**config.mk**
```make
export PLATFORM = sky130hd
export DESIGN_NAME = cdb_arbiter
export DESIGN_NICKNAME = d
export VERILOG_FILES = /design/src/rtl/cdb_arbiter_pkg.sv /design/src/rtl/cdb_fifo.sv /design/src/rtl/cdb_arbiter.sv
export SDC_FILE = /design/constraint.sdc
export NUM_CORES = 1
export LEC_CHECK = 0
export ABC_AREA = 1
export BUFFER_PORTS_ARGS = -buffer_cell sky130_fd_sc_hd__buf_2
export CAP_MARGIN = 10
export CELL_PAD_IN_SITES_DETAIL_PLACEMENT = 1
export CELL_PAD_IN_SITES_GLOBAL_PLACEMENT = 1
export CORE_MARGIN = 1.5
export CORE_UTILIZATION = 54
export CTS_BUF_LIST = sky130_fd_sc_hd__clkbuf_8
export CTS_CLUSTER_SIZE = 30
export DETAILED_ROUTE_END_ITERATION = 8
export PLACE_DENSITY = 0.85
export SYNTH_ARGS = -nofsm -noshare
export SYNTH_HDL_FRONTEND = slang
export SYNTH_SLANG_ARGS = --single-unit
```
**constraint.sdc**
```tcl
create_clock -name clk -period 6.95 [get_ports clk]
set_input_delay 0.695 -clock clk [delete_from_list [all_inputs] [get_ports clk]]
set_output_delay 0.695 -clock clk [all_outputs]
set_load 0.02 [all_outputs]
```
**src/rtl/cdb_arbiter_pkg.sv**
```systemverilog
// Shared types and constants for the CDB arbiter slice: data/tag widths,
// the invalid ROB tag, boolean helpers and the round-robin grant encoding.
package cdb_arbiter_pkg;

  localparam int CDB_DATA_W     = 32;
  localparam int CDB_ROB_ID_W   = 5;
  localparam int CDB_FIFO_DEPTH = 4;
  localparam int INVALID_ROB    = 0;
  localparam int NULL           = 0;

  localparam logic TRUE  = 1'b1;
  localparam logic FALSE = 1'b0;

  // Source index doubles as the grant encoding: RS_EX = 0, LS_EX = 1.
  typedef enum logic {
    GRANT_RS = 1'b0,
    GRANT_LS = 1'b1
  } grant_e;

endpackage

```
**src/rtl/cdb_fifo.sv**
```systemverilog
// Per-source result buffer {rob_id, data}. Head is read combinationally so the
// arbiter can broadcast it in the same cycle; flush empties it on rollback.
module cdb_fifo
  import cdb_arbiter_pkg::*;
#(
  parameter int DATA_W   = CDB_DATA_W,
  parameter int ROB_ID_W = CDB_ROB_ID_W,
  parameter int DEPTH    = CDB_FIFO_DEPTH,
  localparam int PTR_W   = $clog2(DEPTH)
) (
  input  logic                clk,
  input  logic                rst,
  input  logic                rdy,
  input  logic                flush,
  input  logic                push,
  input  logic [ROB_ID_W-1:0] push_rob_id,
  input  logic [DATA_W-1:0]   push_data,
  input  logic                pop,
  output logic [ROB_ID_W-1:0] head_rob_id,
  output logic [DATA_W-1:0]   head_data,
  output logic [PTR_W:0]      count,
  output logic                full
);

  localparam logic [PTR_W-1:0] PTR_ONE = PTR_W'(1);
  localparam logic [PTR_W:0]   CNT_ONE = (PTR_W + 1)'(1);

  logic [ROB_ID_W+DATA_W-1:0] mem [DEPTH];
  logic [PTR_W-1:0]           wr_ptr_reg;
  logic [PTR_W-1:0]           rd_ptr_reg;
  logic [PTR_W:0]             count_reg;
  logic                       do_push;
  logic                       do_pop;

  // A push into a full buffer is dropped outright, even if a pop happens too.
  assign full    = (count_reg == (PTR_W + 1)'(DEPTH));
  assign do_push = push && !full;
  assign do_pop  = pop && (count_reg != '0);
  assign count   = count_reg;
  assign {head_rob_id, head_data} = mem[rd_ptr_reg];

  always_ff @(posedge clk) begin
    if (!rst) begin
      wr_ptr_reg <= '0;
      rd_ptr_reg <= '0;
      count_reg  <= '0;
    end else if (rdy) begin
      if (flush) begin
        wr_ptr_reg <= '0;
        rd_ptr_reg <= '0;
        count_reg  <= '0;
      end else begin
        if (do_push) wr_ptr_reg <= wr_ptr_reg + PTR_ONE;
        if (do_pop)  rd_ptr_reg <= rd_ptr_reg + PTR_ONE;
        case ({do_push, do_pop})
          2'b10:   count_reg <= count_reg + CNT_ONE;
          2'b01:   count_reg <= count_reg - CNT_ONE;
          default: count_reg <= count_reg;
        endcase
      end
    end
  end

  always_ff @(posedge clk) begin
    if (rst && rdy && !flush && do_push) mem[wr_ptr_reg] <= {push_rob_id, push_data};
  end

endmodule

```
**src/rtl/cdb_arbiter.sv**
```systemverilog
// Round-robin sharing of the common data bus between the ALU and load/store
// units, with a small per-source buffer and a registered broadcast.
module cdb_arbiter
  import cdb_arbiter_pkg::*;
#(
  parameter int DATA_W     = CDB_DATA_W,
  parameter int ROB_ID_W   = CDB_ROB_ID_W,
  parameter int FIFO_DEPTH = CDB_FIFO_DEPTH
) (
  input  logic                clk,
  input  logic                rst,
  input  logic                rdy,
  input  logic                valid_sign_from_rs_ex,
  input  logic [ROB_ID_W-1:0] rob_id_from_rs_ex,
  input  logic [DATA_W-1:0]   data_from_rs_ex,
  input  logic                valid_sign_from_ls_ex,
  input  logic [ROB_ID_W-1:0] rob_id_from_ls_ex,
  input  logic [DATA_W-1:0]   data_from_ls_ex,
  input  logic                rollback_sign_from_rob,
  output logic                full_sign_to_rs_ex,
  output logic                full_sign_to_ls_ex,
  output logic                valid_sign_to_cdb,
  output logic [ROB_ID_W-1:0] rob_id_to_cdb,
  output logic [DATA_W-1:0]   data_to_cdb
);

  localparam int PTR_W = $clog2(FIFO_DEPTH);
  localparam logic [ROB_ID_W-1:0] INV_TAG = ROB_ID_W'(INVALID_ROB);

  logic                in_valid  [2];
  logic [ROB_ID_W-1:0] in_rob    [2];
  logic [DATA_W-1:0]   in_data   [2];
  logic [ROB_ID_W-1:0] head_rob  [2];
  logic [DATA_W-1:0]   head_data [2];
  logic [PTR_W:0]      fifo_count[2];
  logic                fifo_full [2];
  logic                fifo_empty[2];
  logic                cand      [2];
  logic [ROB_ID_W-1:0] cand_rob  [2];
  logic [DATA_W-1:0]   cand_data [2];
  logic                grant_hit [2];
  logic                src_push  [2];
  logic                src_pop   [2];

  grant_e              grant_sel;
  grant_e              last_grant_reg;
  logic                contested;
  logic                any_cand;
  logic [ROB_ID_W-1:0] sel_rob;
  logic [DATA_W-1:0]   sel_data;
  logic                valid_reg;
  logic [ROB_ID_W-1:0] rob_id_reg;
  logic [DATA_W-1:0]   data_reg;

  assign in_valid[0] = valid_sign_from_rs_ex && (rob_id_from_rs_ex != INV_TAG);
  assign in_valid[1] = valid_sign_from_ls_ex && (rob_id_from_ls_ex != INV_TAG);
  assign in_rob[0]   = rob_id_from_rs_ex;
  assign in_rob[1]   = rob_id_from_ls_ex;
  assign in_data[0]  = data_from_rs_ex;
  assign in_data[1]  = data_from_ls_ex;

  genvar gi;
  generate
    for (gi = 0; gi < 2; gi++) begin : g_src
      // Buffered results always go first so per-source order is preserved.
      assign fifo_empty[gi] = (fifo_count[gi] == '0);
      assign cand[gi]       = !fifo_empty[gi] || in_valid[gi];
      assign cand_rob[gi]   = fifo_empty[gi] ? in_rob[gi]  : head_rob[gi];
      assign cand_data[gi]  = fifo_empty[gi] ? in_data[gi] : head_data[gi];
      assign grant_hit[gi]  = cand[gi] && (grant_sel == ((gi == 0) ? GRANT_RS : GRANT_LS));
      assign src_pop[gi]    = grant_hit[gi] && !fifo_empty[gi];
      assign src_push[gi]   = in_valid[gi] && !(grant_hit[gi] && fifo_empty[gi]);

      cdb_fifo #(
        .DATA_W  (DATA_W),
        .ROB_ID_W(ROB_ID_W),
        .DEPTH   (FIFO_DEPTH)
      ) u_fifo (
        .clk        (clk),
        .rst        (rst),
        .rdy        (rdy),
        .flush      (rollback_sign_from_rob),
        .push       (src_push[gi]),
        .push_rob_id(in_rob[gi]),
        .push_data  (in_data[gi]),
        .pop        (src_pop[gi]),
        .head_rob_id(head_rob[gi]),
        .head_data  (head_data[gi]),
        .count      (fifo_count[gi]),
        .full       (fifo_full[gi])
      );
    end
  endgenerate

  always_comb begin
    contested = cand[0] && cand[1];
    any_cand  = cand[0] || cand[1];
    grant_sel = GRANT_RS;
    if (contested)    grant_sel = (last_grant_reg == GRANT_LS) ? GRANT_RS : GRANT_LS;
    else if (cand[1]) grant_sel = GRANT_LS;
    sel_rob  = (grant_sel == GRANT_LS) ? cand_rob[1]  : cand_rob[0];
    sel_data = (grant_sel == GRANT_LS) ? cand_data[1] : cand_data[0];
  end

  always_ff @(posedge clk) begin
    if (!rst) begin
      valid_reg      <= FALSE;
      rob_id_reg     <= INV_TAG;
      data_reg       <= '0;
      last_grant_reg <= GRANT_LS;
    end else if (rdy) begin
      if (rollback_sign_from_rob) begin
        valid_reg      <= FALSE;
        rob_id_reg     <= INV_TAG;
        data_reg       <= '0;
        last_grant_reg <= GRANT_LS;
      end else begin
        // The round-robin pointer only moves when both sources compete.
        if (contested) last_grant_reg <= grant_sel;
        valid_reg  <= any_cand;
        rob_id_reg <= any_cand ? sel_rob  : INV_TAG;
        data_reg   <= any_cand ? sel_data : '0;
      end
    end
  end

  assign valid_sign_to_cdb  = valid_reg;
  assign rob_id_to_cdb      = rob_id_reg;
  assign data_to_cdb        = data_reg;
  assign full_sign_to_rs_ex = fifo_full[0];
  assign full_sign_to_ls_ex = fifo_full[1];

endmodule

```
## After elaboration in Yosys (flattened, before gate mapping)

Memories as Yosys holds them, arrays and structs flattened. A register that Yosys moved wholly into a read port is not among the register bits.
Cells that the tools add are included.

- $add $sub $neg: 8
- Eq/ne operators: 6
- Mux-type cells: 36
- Bitwise gates (word level): 1
- Reductions and logical operators: 49

Operator list:

| operator | number |
|---|---|
| 32-bit 2-to-1 mux | 5 |
| 5-bit 2-to-1 mux | 5 |
| 2-bit 2-to-1 mux | 12 |
| 1-bit logical AND | 19 |
| 2-bit AND reduction | 7 |
| 3-bit one-hot mux with 2 select lines | 2 |
| 3-bit nonzero test | 4 |
| 1-bit 2-to-1 mux | 10 |
| 2-bit nonzero test | 5 |
| 5-bit nonzero test | 2 |
| 2-bit by 1-bit adder with 2-bit output (second input constant) | 4 |
| 1-bit logical NOT | 7 |
| 3-bit by 1-bit adder with 3-bit output (second input constant) | 2 |
| 3-bit == test (second input constant) | 2 |
| 3-bit logical NOT | 2 |
| 3-bit 2-to-1 mux | 2 |
| 3-bit by 1-bit subtractor with 3-bit output (second input constant) | 2 |
| 2-bit by 1-bit == test with 1-bit output (second input constant) | 2 |
| 2-bit == test (second input constant) | 2 |
| 1-bit logical OR | 3 |
| 1-bit NOT | 1 |

- Bits in registers: 53
- Memory bits (writable): 296
- Input port bits: 80
- Output and inout bits: 40
- Word-level logic and storage cells: 112
- Memories: 2

Memory list:

| name | words | bits a word | read ports | clocked after Yosys merged registers in | wr ports | line | source |
|---|---|---|---|---|---|---|---|
| g_src[0].u_fifo.mem | 4 | 37 | 1 | 1 | 1 | cdb_fifo.sv:28 | `logic [ROB_ID_W+DATA_W-1:0] mem [DEPTH];` |
| g_src[1].u_fifo.mem | 4 | 37 | 1 | 1 | 1 | cdb_fifo.sv:28 |  |

## Depth between registers and ports, before layout

Gate-level depths: netlist of run 1.

- Depth after elaboration: 14
- Mapped depth: 15
- Gate-level depth less buffers: 15

## Modules after synthesis

Synthesis of run 1 repeated with hierarchy kept, for this count alone.

- Cells, all modules: 1,465
- Area total of the unflattened synthesis: 15,173.3 µm²

By module, submodules not included:

| module | times used | cells each | area each (µm²) | seq. area each (µm²) |
|---|---|---|---|---|
| cdb_fifo (g_src[1].u_fifo) | 1 | 434 | 6,019.5 | 4,624.4 |
| cdb_fifo (g_src[0].u_fifo) | 1 | 434 | 6,015.8 | 4,624.4 |
| cdb_arbiter | 1 | 597 | 3,138.0 | 780.7 |

## Least setup slack after synthesis of run 1

OpenSTA, ideal clock, no wires.

- Path type: input -> register
- Start: input port rob_id_from_rs_ex[1]
- End: memory g_src[0].u_fifo.mem[0][0] in the netlist's numbering (enable)
- Library setup time: 0.431 ns
- Data arrival time: 3.211 ns
- Data required time: 6.519 ns
- Path slack: 3.308 ns
- Stages on the path: 12
- Buffers on the path: 1
- Cell sequence: nor2_1 -> nand3_1 -> nand2_1 -> nand2_2 -> nand2_4 -> nand2_4 -> nand2_2 -> buf_6 -> inv_2 -> nor3_4 -> nand2_2 -> nor2_1

- Longest elaborated chain between the ends: 14

Ends and longest elaborated chain:

| item | line | source |
|---|---|---|
| start: declaration | cdb_arbiter.sv:14 | `input logic [ROB_ID_W-1:0] rob_id_from_rs_ex,` |
| 5-bit nonzero test (*) | cdb_arbiter.sv:55 | `assign in_valid[0] = valid_sign_from_rs_ex && (rob_id_from_rs_ex != INV_TAG);` |
| 1-bit logical AND (*) | cdb_arbiter.sv:55 |  |
| 1-bit logical OR | cdb_arbiter.sv:67 | `assign cand[gi] = !fifo_empty[gi] \|\| in_valid[gi];` |
| 1-bit logical AND | cdb_arbiter.sv:96 | `contested = cand[0] && cand[1];` |
| 1-bit 2-to-1 mux | cdb_arbiter.sv:99 | `if (contested) grant_sel = (last_grant_reg == GRANT_LS) ? GRANT_RS : GRANT_LS;` |
| 1-bit NOT | cdb_arbiter.sv:70 | `assign grant_hit[gi] = cand[gi] && (grant_sel == ((gi == 0) ? GRANT_RS : GRANT_LS));` |
| 1-bit logical AND | cdb_arbiter.sv:70 |  |
| 1-bit logical AND | cdb_arbiter.sv:72 | `assign src_push[gi] = in_valid[gi] && !(grant_hit[gi] && fifo_empty[gi]);` |
| 1-bit logical NOT | cdb_arbiter.sv:72 |  |
| 1-bit logical AND (*) | cdb_arbiter.sv:72 |  |
| 1-bit logical AND (*) | cdb_fifo.sv:37 | `assign do_push = push && !full;` |
| 1-bit logical AND (*) | cdb_fifo.sv:65 | `if (rst && rdy && !flush && do_push) mem[wr_ptr_reg] <= {push_rob_id, push_data};` |
| 1-bit 2-to-1 mux (*) | cdb_fifo.sv:65 |  |
| 1-bit 2-to-1 mux (implied by the code) (*) | cdb_fifo.sv:65 |  |
| end: declaration | cdb_fifo.sv:28 |  |

Mark *: on every way between the ends. The rest lies on a longest branch, timed or not.

## Worst setup path after layout of run 1

- Start: register g_src[1].u_fifo.count_reg[1]
- End: memory g_src[0].u_fifo.mem[2][7] in the netlist's numbering (enable)

- Longest elaborated chain between the ends: 14
- Elaborated cells between the ends (all ways): 15
- Those cells by class: mux (4); bitwise (1); reduce/logical (10)

Ends and longest elaborated chain:

| item | line | source |
|---|---|---|
| start: declaration | cdb_fifo.sv:31 | `logic [PTR_W:0] count_reg;` |
| start signal: assignment | cdb_fifo.sv:56 | `2'b10: count_reg <= count_reg + CNT_ONE;` |
| start signal: assignment | cdb_fifo.sv:57 | `2'b01: count_reg <= count_reg - CNT_ONE;` |
| start signal: assignment | cdb_fifo.sv:58 | `default: count_reg <= count_reg;` |
| 3-bit logical NOT (*) | cdb_arbiter.sv:66 | `assign fifo_empty[gi] = (fifo_count[gi] == '0);` |
| 1-bit logical NOT (*) | cdb_arbiter.sv:67 |  |
| 1-bit logical OR (*) | cdb_arbiter.sv:67 |  |
| 1-bit 2-to-1 mux / 1-bit logical AND (equally long branches) | cdb_arbiter.sv:100, cdb_arbiter.sv:96 |  |
| 1-bit 2-to-1 mux (*) | cdb_arbiter.sv:99 |  |
| 1-bit NOT (*) | cdb_arbiter.sv:70 |  |
| 1-bit logical AND (*) | cdb_arbiter.sv:70 |  |
| 1-bit logical AND (*) | cdb_arbiter.sv:72 |  |
| 1-bit logical NOT (*) | cdb_arbiter.sv:72 |  |
| 1-bit logical AND (*) | cdb_arbiter.sv:72 |  |
| 1-bit logical AND (*) | cdb_fifo.sv:37 |  |
| 1-bit logical AND (*) | cdb_fifo.sv:65 |  |
| 1-bit 2-to-1 mux (*) | cdb_fifo.sv:65 |  |
| 1-bit 2-to-1 mux (implied by the code) (*) | cdb_fifo.sv:65 |  |

Marked as above.

==> reports/results.txt, run 1 <==
Outcome = complete, no violations
#FFs+latches synth = 353
Synth area leaders = edfxtp_1 61%, nand2_1 9.3%, dfxtp_1 7.8%
Number of remaining DRC errors = 0
CTS root buf = clkbuf_8
Final HPWL DP = 24,600 um
Rows = 59
Total CTS buffers = 57
Vias in the first global route = 11,237
Initial antenna violation count = 3
Hold Violations, Final = 0
Pwr dens = 269 nW/um^2
Nets = 1,503
DR WL/cell = 22.4 um
Synth unique cells = 37
Max reg flops = 296
FFs w/ async S/R, synth = 0
First-pass GRT wire length = 62,100 um
Post-synth EDFFs = 296
CTS resizes = 0
Clk sinks = 353
Leak Pwr = 6.13 nW
Reg area = 10,000 sq um
Routed wire length = 40,300 um
Area Overhead vs Synth = 13.6%
Die width = 167 um
Post-Syn Nets = 1,388
Core region area = 26,300 sq um
Max-Cap Viols = 0
Longest Clk Path Bufs = 3
Vias = 10,648
Final Cell Area = 16,600 sq um
Final setup viols = 0
Synthesized cell area = 14,600 sq um
Crit path DAT = 3780 ps
Die Area = 28,000 sq um
FMAX = 0.278 GHz
Post-detailed-route via-to-cell ratio = 5.92
Crit path launch type = register
Io pins = 120
Most used DFF post-synth = edfxtp_1
Layout cell share with drive strength beyond 1 = 0.178
Fin crit period = 3600 ps
Crit path kind = register to register
H-tree depth = 2
Port bufs = 119
Die Ht = 167 um
Worst Skew = 24.4 ps
Worst EP required = 7130 ps
CP Capture Type = register
Dpl cell area = 15,400 sq um
Synthesized area per cell = 11.2 sq um
Fin crit share = 0.518
Antenna viol nets, final = 0
Setup_tns = 0 ps
Hold buffers post-CTS = 0
Area occupied by multi-input gates = 4120 sq um
DR pass1 iterations = 5
Total track usage = 0.288
CTS tree = yes
Post-synthesis sequential area ratio = 0.687
Synth area leader = edfxtp_1
Worst skew pair latency = 590 ps
Worst Path Max Fanout = 39
Number of setup buffers added after CTS = 0
Tightest Pin Transition = 1250 ps
Relative slew slack = 0.164
Global route overflow = 0
Yosys top cell area share = 0.609
Mapped Cells = 1,298
YS warnings = 0
RSZ-0062 raised after global routing = no
Largest net degree at the start of global routing = 76
Fill cells = 2,794
Max VDD drop = 151 uV
Final Max Slew Viols = 0
GP Congestion = 0.845
Starting Density = 0.555
CTS clk-pin slew, worst paths = 60 ps
Iteration-0 DRC Markers = 984
Worst Hold Class = input port to register
## cell type report
| class | instances | area share |
|---|---|---|
| sequential | 353 | 0.605 |
| clock inverter | 36 | 0.00898 |
| tap | 335 | 0.0253 |
| clock buffer | 71 | 0.0589 |
| inverter | 37 | 0.00838 |
| multi-input combinational | 828 | 0.249 |
| antenna | 2 | 0.000302 |
| timing repair buffer | 136 | 0.0444 |
## routing by layer
layer	vias up	wire [um]	global-route usage
met3	72	2400	0.0470
li1	4844	-	-
met5	-	9	0
met2	385	19900	0.481
met4	2	781	0.101
met1	5345	17200	0.385
## cells by family after synthesis
| group | Yosys count | synth area share |
|---|---|---|
| AO/OA/AOI/OAI | 210 | 0.0869 |
| XOR/XNOR | 2 | 0.00120 |
| adder cells (fa/ha/maj) | 10 | 0.00857 |
| buffers and inverters | 117 | 0.0346 |
| flip-flops | 353 | 0.687 |
| AND/OR/NAND/NOR | 606 | 0.182 |
## synthesized netlist by cell type, types with 2 or more instances
cell type  instances
buf_8              2
o21ai_1            7
nand3_1           90
nor3_4             2
inv_1             32
buf_2             16
nand2_2            3
nor2_1            67
buf_4              3
clkbuf_1          42
dfxtp_1           57
ha_1              10
nand2_1          361
xor2_1             2
nand2_4            3
or2_2             16
a32o_1            37
buf_1             14
inv_2              5
nand4_1           40
o211ai_1           3
a21oi_1          120
or2_1             20
o21ai_0           38
edfxtp_1         296
## report_power, final
part           internal, mW  switching, mW  leakage [nW]
combinational         0.108          0.276          2.34
clock                 0.918          0.827         0.655
sequential             2.32         0.0136          3.13
## final timing paths
path / startpoint / endpoint / slack (ps) / cells past startpoint
max reg2reg: g_src[1].u_fifo.count[1] / g_src[0].u_fifo.mem[2][7] / 3350 / 11
max: g_src[1].u_fifo.count[1] / g_src[0].u_fifo.mem[2][7] / 3350 / 11
min: data_from_rs_ex[4] / g_src[0].u_fifo.mem[2][4] / 350 / 1
min reg2reg: data_to_cdb[5] / data_to_cdb[5] / 460 / 2
## per-stage QoR
step,std cells,util,hold WS (ps),power (mW),setup slack [ps]
floorplan,1298,-,450,2.60,3310
global placement,1688,0.587,448,2.73,3200
detailed placement,1688,0.587,454,2.75,2970
CTS,1795,0.630,304,4.48,3300
global route,1798,0.631,324,4.60,3150
finish,1798,0.631,347,4.46,3350
## placed cells by master (no fill, tap or decap), types with 2 or more instances in the layout
cell type and instances:
nand2_1 361, edfxtp_1 296, a21oi_1 120, buf_2 119, nand3_1 90, clkbuf_8 71
nor2_1 58, dfxtp_1 54, inv_1 51, nand4_1 40, o21ai_0 38, a32o_1 37
or2_1 20, or2_2 16, buf_4 16, ha_1 10, nor2_4 9, clkinv_1 8
inv_2 7, o21ai_1 7, clkinv_2 5, nand2_4 3, nand2_2 3, o211ai_1 3
dfxtp_2 3, diode_2 2, nor3_4 2, xor2_1 2, clkinvlp_4 2
## worst max-delay path: stages (launching register included)
cell	delay, ps
dfxtp_1	390
nor2_1	70
inv_2	100
nor2_4	30
buf_4	270
nand2_4	190
nand2_4	70
nand2_2	510
inv_2	130
nor3_4	220
nand2_2	200
nor2_4	970
No activity file was read; power rests on OpenSTA's default activity.
==> run 2: changes to the inputs <==
--- a/config.mk
+++ b/config.mk
@@ -11,11 +11,11 @@
 export CELL_PAD_IN_SITES_DETAIL_PLACEMENT = 1
 export CELL_PAD_IN_SITES_GLOBAL_PLACEMENT = 1
 export CORE_MARGIN = 1.5
-export CORE_UTILIZATION = 54
+export CORE_UTILIZATION = 45
 export CTS_BUF_LIST = sky130_fd_sc_hd__clkbuf_8
 export CTS_CLUSTER_SIZE = 30
 export DETAILED_ROUTE_END_ITERATION = 8
-export PLACE_DENSITY = 0.85
+export PLACE_DENSITY = 0.75
 export SYNTH_ARGS = -nofsm -noshare
 export SYNTH_HDL_FRONTEND = slang
 export SYNTH_SLANG_ARGS = --single-unit
==> constraint.sdc (replaced) <==
create_clock -name clk -period 2.9 [get_ports clk]
set_input_delay 0.29 -clock clk [delete_from_list [all_inputs] [get_ports clk]]
set_output_delay 0.29 -clock clk [all_outputs]
set_load 0.02 [all_outputs]
==> reports/results.txt, run 2 (synthesis results as in run 1) <==
Slowest cell on crit path = dlygate4sd3_1 (was nor2_4)
Placed insts = 1,772 (was 1,688)
Worst Path Max Fanout = 21 (was 39)
Starting Density = 0.460 (was 0.555)
Crit-path max cell delay = 540 ps (was 970 ps)
Final setup viols = 0 (unchanged)
Internal = 7.81 mW (was 3.34 mW)
P_sw = 2.63 mW (was 1.12 mW)
CTS resizes = 0 (unchanged)
Antenna viol nets, final = 0 (unchanged)
Die Ht = 183 um (was 167 um)
WP buf/inv = 4 (was 3)
Layout cell share with drive strength beyond 1 = 0.170 (was 0.178)
DR WL/cell = 20.4 um (was 22.4 um)
Fill cells = 3,359 (was 2,794)
Post-detailed-route via-to-cell ratio = 5.46 (was 5.92)
Total track usage = 0.243 (was 0.288)
Routed wire length = 39,900 um (was 40,300 um)
Tightest Pin Transition = 725 ps (was 1250 ps)
Clk sinks = 353 (unchanged)
Most frequent cells in the layout = 361 x nand2_1, 296 x edfxtp_1, 120 x a21oi_1, 119 x buf_2, 90 x nand3_1 (unchanged)
Hold Violations, Final = 0 (unchanged)
CTS clk-pin slew, worst paths = 60 ps (about the same)
Final Max Slew Viols = 0 (unchanged)
Nets = 1,594 (was 1,503)
CTS root buf = clkbuf_8 (unchanged)
Worst Hold Class = input port to register (unchanged)
First-pass GRT wire length = 62,500 um (was 62,100 um)
Vias = 10,666 (was 10,648)
Clock share of power = 0.367 (was 0.391)
Max VDD drop = 364 uV (was 151 uV)
RSZ-0062 raised after global routing = no (unchanged)
CP Capture Type = register (unchanged)
Final core utilization = 0.553 (was 0.631)
CTS tree = yes (unchanged)
Cell family with most CP delay = simple AND/OR/NAND/NOR gates (unchanged)
Initial antenna violation count = 2 (was 3)
Worst Skew = 38.5 ps (was 24.4 ps)
Io pins = 120 (unchanged)
Vias in the first global route = 11,251 (was 11,237)
Final HPWL DP = 24,700 um (was 24,600 um)
H-tree depth = 2 (unchanged)
Fin crit period = 2400 ps
Setup WS post-layout = 502 ps (was 3350 ps)
Pwr dens = 596 nW/um^2 (was 269 nW/um^2)
Worst skew pair latency = 610 ps (was 590 ps)
Longest Clk Path Bufs = 3 (unchanged)
Flop pwr share = 0.535 (was 0.523)
FMAX = 0.417 GHz
Iteration-0 DRC Markers = 702 (was 984)
Worst EP required = 3150 ps (was 7130 ps)
Crit path kind = input port to register (was register to register)
Most common cell after layout, fill and taps aside = nand2_1 (unchanged)
Relative slew slack = 0.512 (was 0.164)
Setup_tns = 0 ps (unchanged)
Leak Pwr = 6.53 nW (was 6.13 nW)
Area Overhead vs Synth = 20.1% (was 13.6%)
Hold buffers post-CTS = 74 (was 0)
Rows = 65 (was 59)
Crit path DAT = 2650 ps (was 3780 ps)
Core region area = 31,700 sq um (was 26,300 sq um)
DR pass1 iterations = 5 (unchanged)
Number of remaining DRC errors = 0 (unchanged)
Fin cells = 1,954 (was 1,798)
Reg2Reg Setup Slack = 540 ps (was 3350 ps)
Dpl ws = 522 ps (was 2970 ps)
Max reg flops = 296 (unchanged)
Net Sw Frac = 0.252 (was 0.250)
Combinational power share = 0.097 (was 0.086)
Die width = 183 um (was 167 um)
Max-Cap Viols = 0 (unchanged)
GP Congestion = 0.800 (was 0.845)
Port bufs = 119 (unchanged)
Most common cell on crit path = nand2_2
Number of setup buffers added after CTS = 0 (unchanged)
Crit path cell chain = dlygate4sd3_1 -> buf_2 -> nor2_1 -> nand3_1 -> nand2_1 -> nand2_2 -> nand2_4 -> nand2_4 -> nand2_2 -> inv_2 -> nor3_4 -> nand2_2 -> nor2_4 -> buf_4 (was nor2_1 -> inv_2 -> nor2_4 -> buf_4 -> nand2_4 -> nand2_4 -> nand2_2 -> inv_2 -> nor3_4 -> nand2_2 -> nor2_4)
Total power = 10.4 mW (was 4.46 mW)
Crit path launch type = input port (was register)
Total CTS buffers = 58 (was 57)
Die Area = 33,500 sq um (was 28,000 sq um)
Largest net degree at the start of global routing = 75 (was 76)
Fin crit share = 0.827
Outcome = complete, no violations (unchanged)
Global route overflow = 0 (unchanged)
## run 2: cell types whose count changed in the layout (fill, tap and decap cells not counted), sizes merged
| cell | delta |
|---|---|
| clkinvlp | -2 |
| inv | +13 |
| clkbuf | -11 |
| buf | +16 |
| diode | -1 |
| dlygate4sd3 | +74 |
## run 2: layout make-up
| type | count | area, sq um | share of cell area |
|---|---|---|---|
| clock inverter | 47 | 191 | 0.0109 |
| multi-input combinational | 828 | 4130 | 0.235 |
| sequential | 353 | 10000 | 0.572 |
| clock buffer | 60 | 826 | 0.0471 |
| inverter | 37 | 139 | 0.00792 |
| timing repair buffer | 226 | 1710 | 0.0975 |
| tap | 402 | 503 | 0.0287 |
| antenna | 1 | 2.50 | 0.000143 |
## run 2: layer usage
| metal | wire length (um) | vias to the layer above | GRT usage | share of wire |
|---|---|---|---|---|
| met5 | 0 | - | 0 | 0 |
| met4 | 884 | 0 | 0.0715 | 0.022 |
| met3 | 2030 | 78 | 0.0415 | 0.051 |
| met2 | 19500 | 286 | 0.410 | 0.49 |
| met1 | 17500 | 5269 | 0.322 | 0.44 |
| li1 | - | 5033 | - | - |
## run 2: power groups by stage
| stage | sequential (mW) | clock (mW) | combinational [mW] |
|---|---|---|---|
| 3_3_place_gp | 5.69 | 0 | 0.902 |
| 6_report | 5.59 | 3.84 | 1.02 |
| 2_1_floorplan | 5.73 | 0 | 0.514 |
| 4_1_cts | 5.59 | 3.94 | 1.02 |
| 3_5_place_dp | 5.69 | 0 | 0.933 |
| 5_1_grt | 5.59 | 4.16 | 1.11 |
## run 2: worst paths after layout
check / cells past startpoint / start / end
max reg2reg: 10 / g_src[0].u_fifo.count[0] / g_src[0].u_fifo.mem[2][30]
min reg2reg: 2 / data_to_cdb[14] / data_to_cdb[14]
max: 14 / rob_id_from_rs_ex[4] / g_src[0].u_fifo.mem[2][30]
min: 3 / rollback_sign_from_rob / last_grant_reg
## run 2: tightest hold or removal path: stages
cell and delay [ps]:
buf_2 120, a21oi_1 120, o211ai_1 90
## run 2: stage by stage
stage	area [sq um]	hold slack [ps]
2_1_floorplan	14600	389
3_3_place_gp	15800	451
3_5_place_dp	15800	455
4_1_cts	17500	52.1
5_1_grt	17500	81.5
6_report	17500	77.7
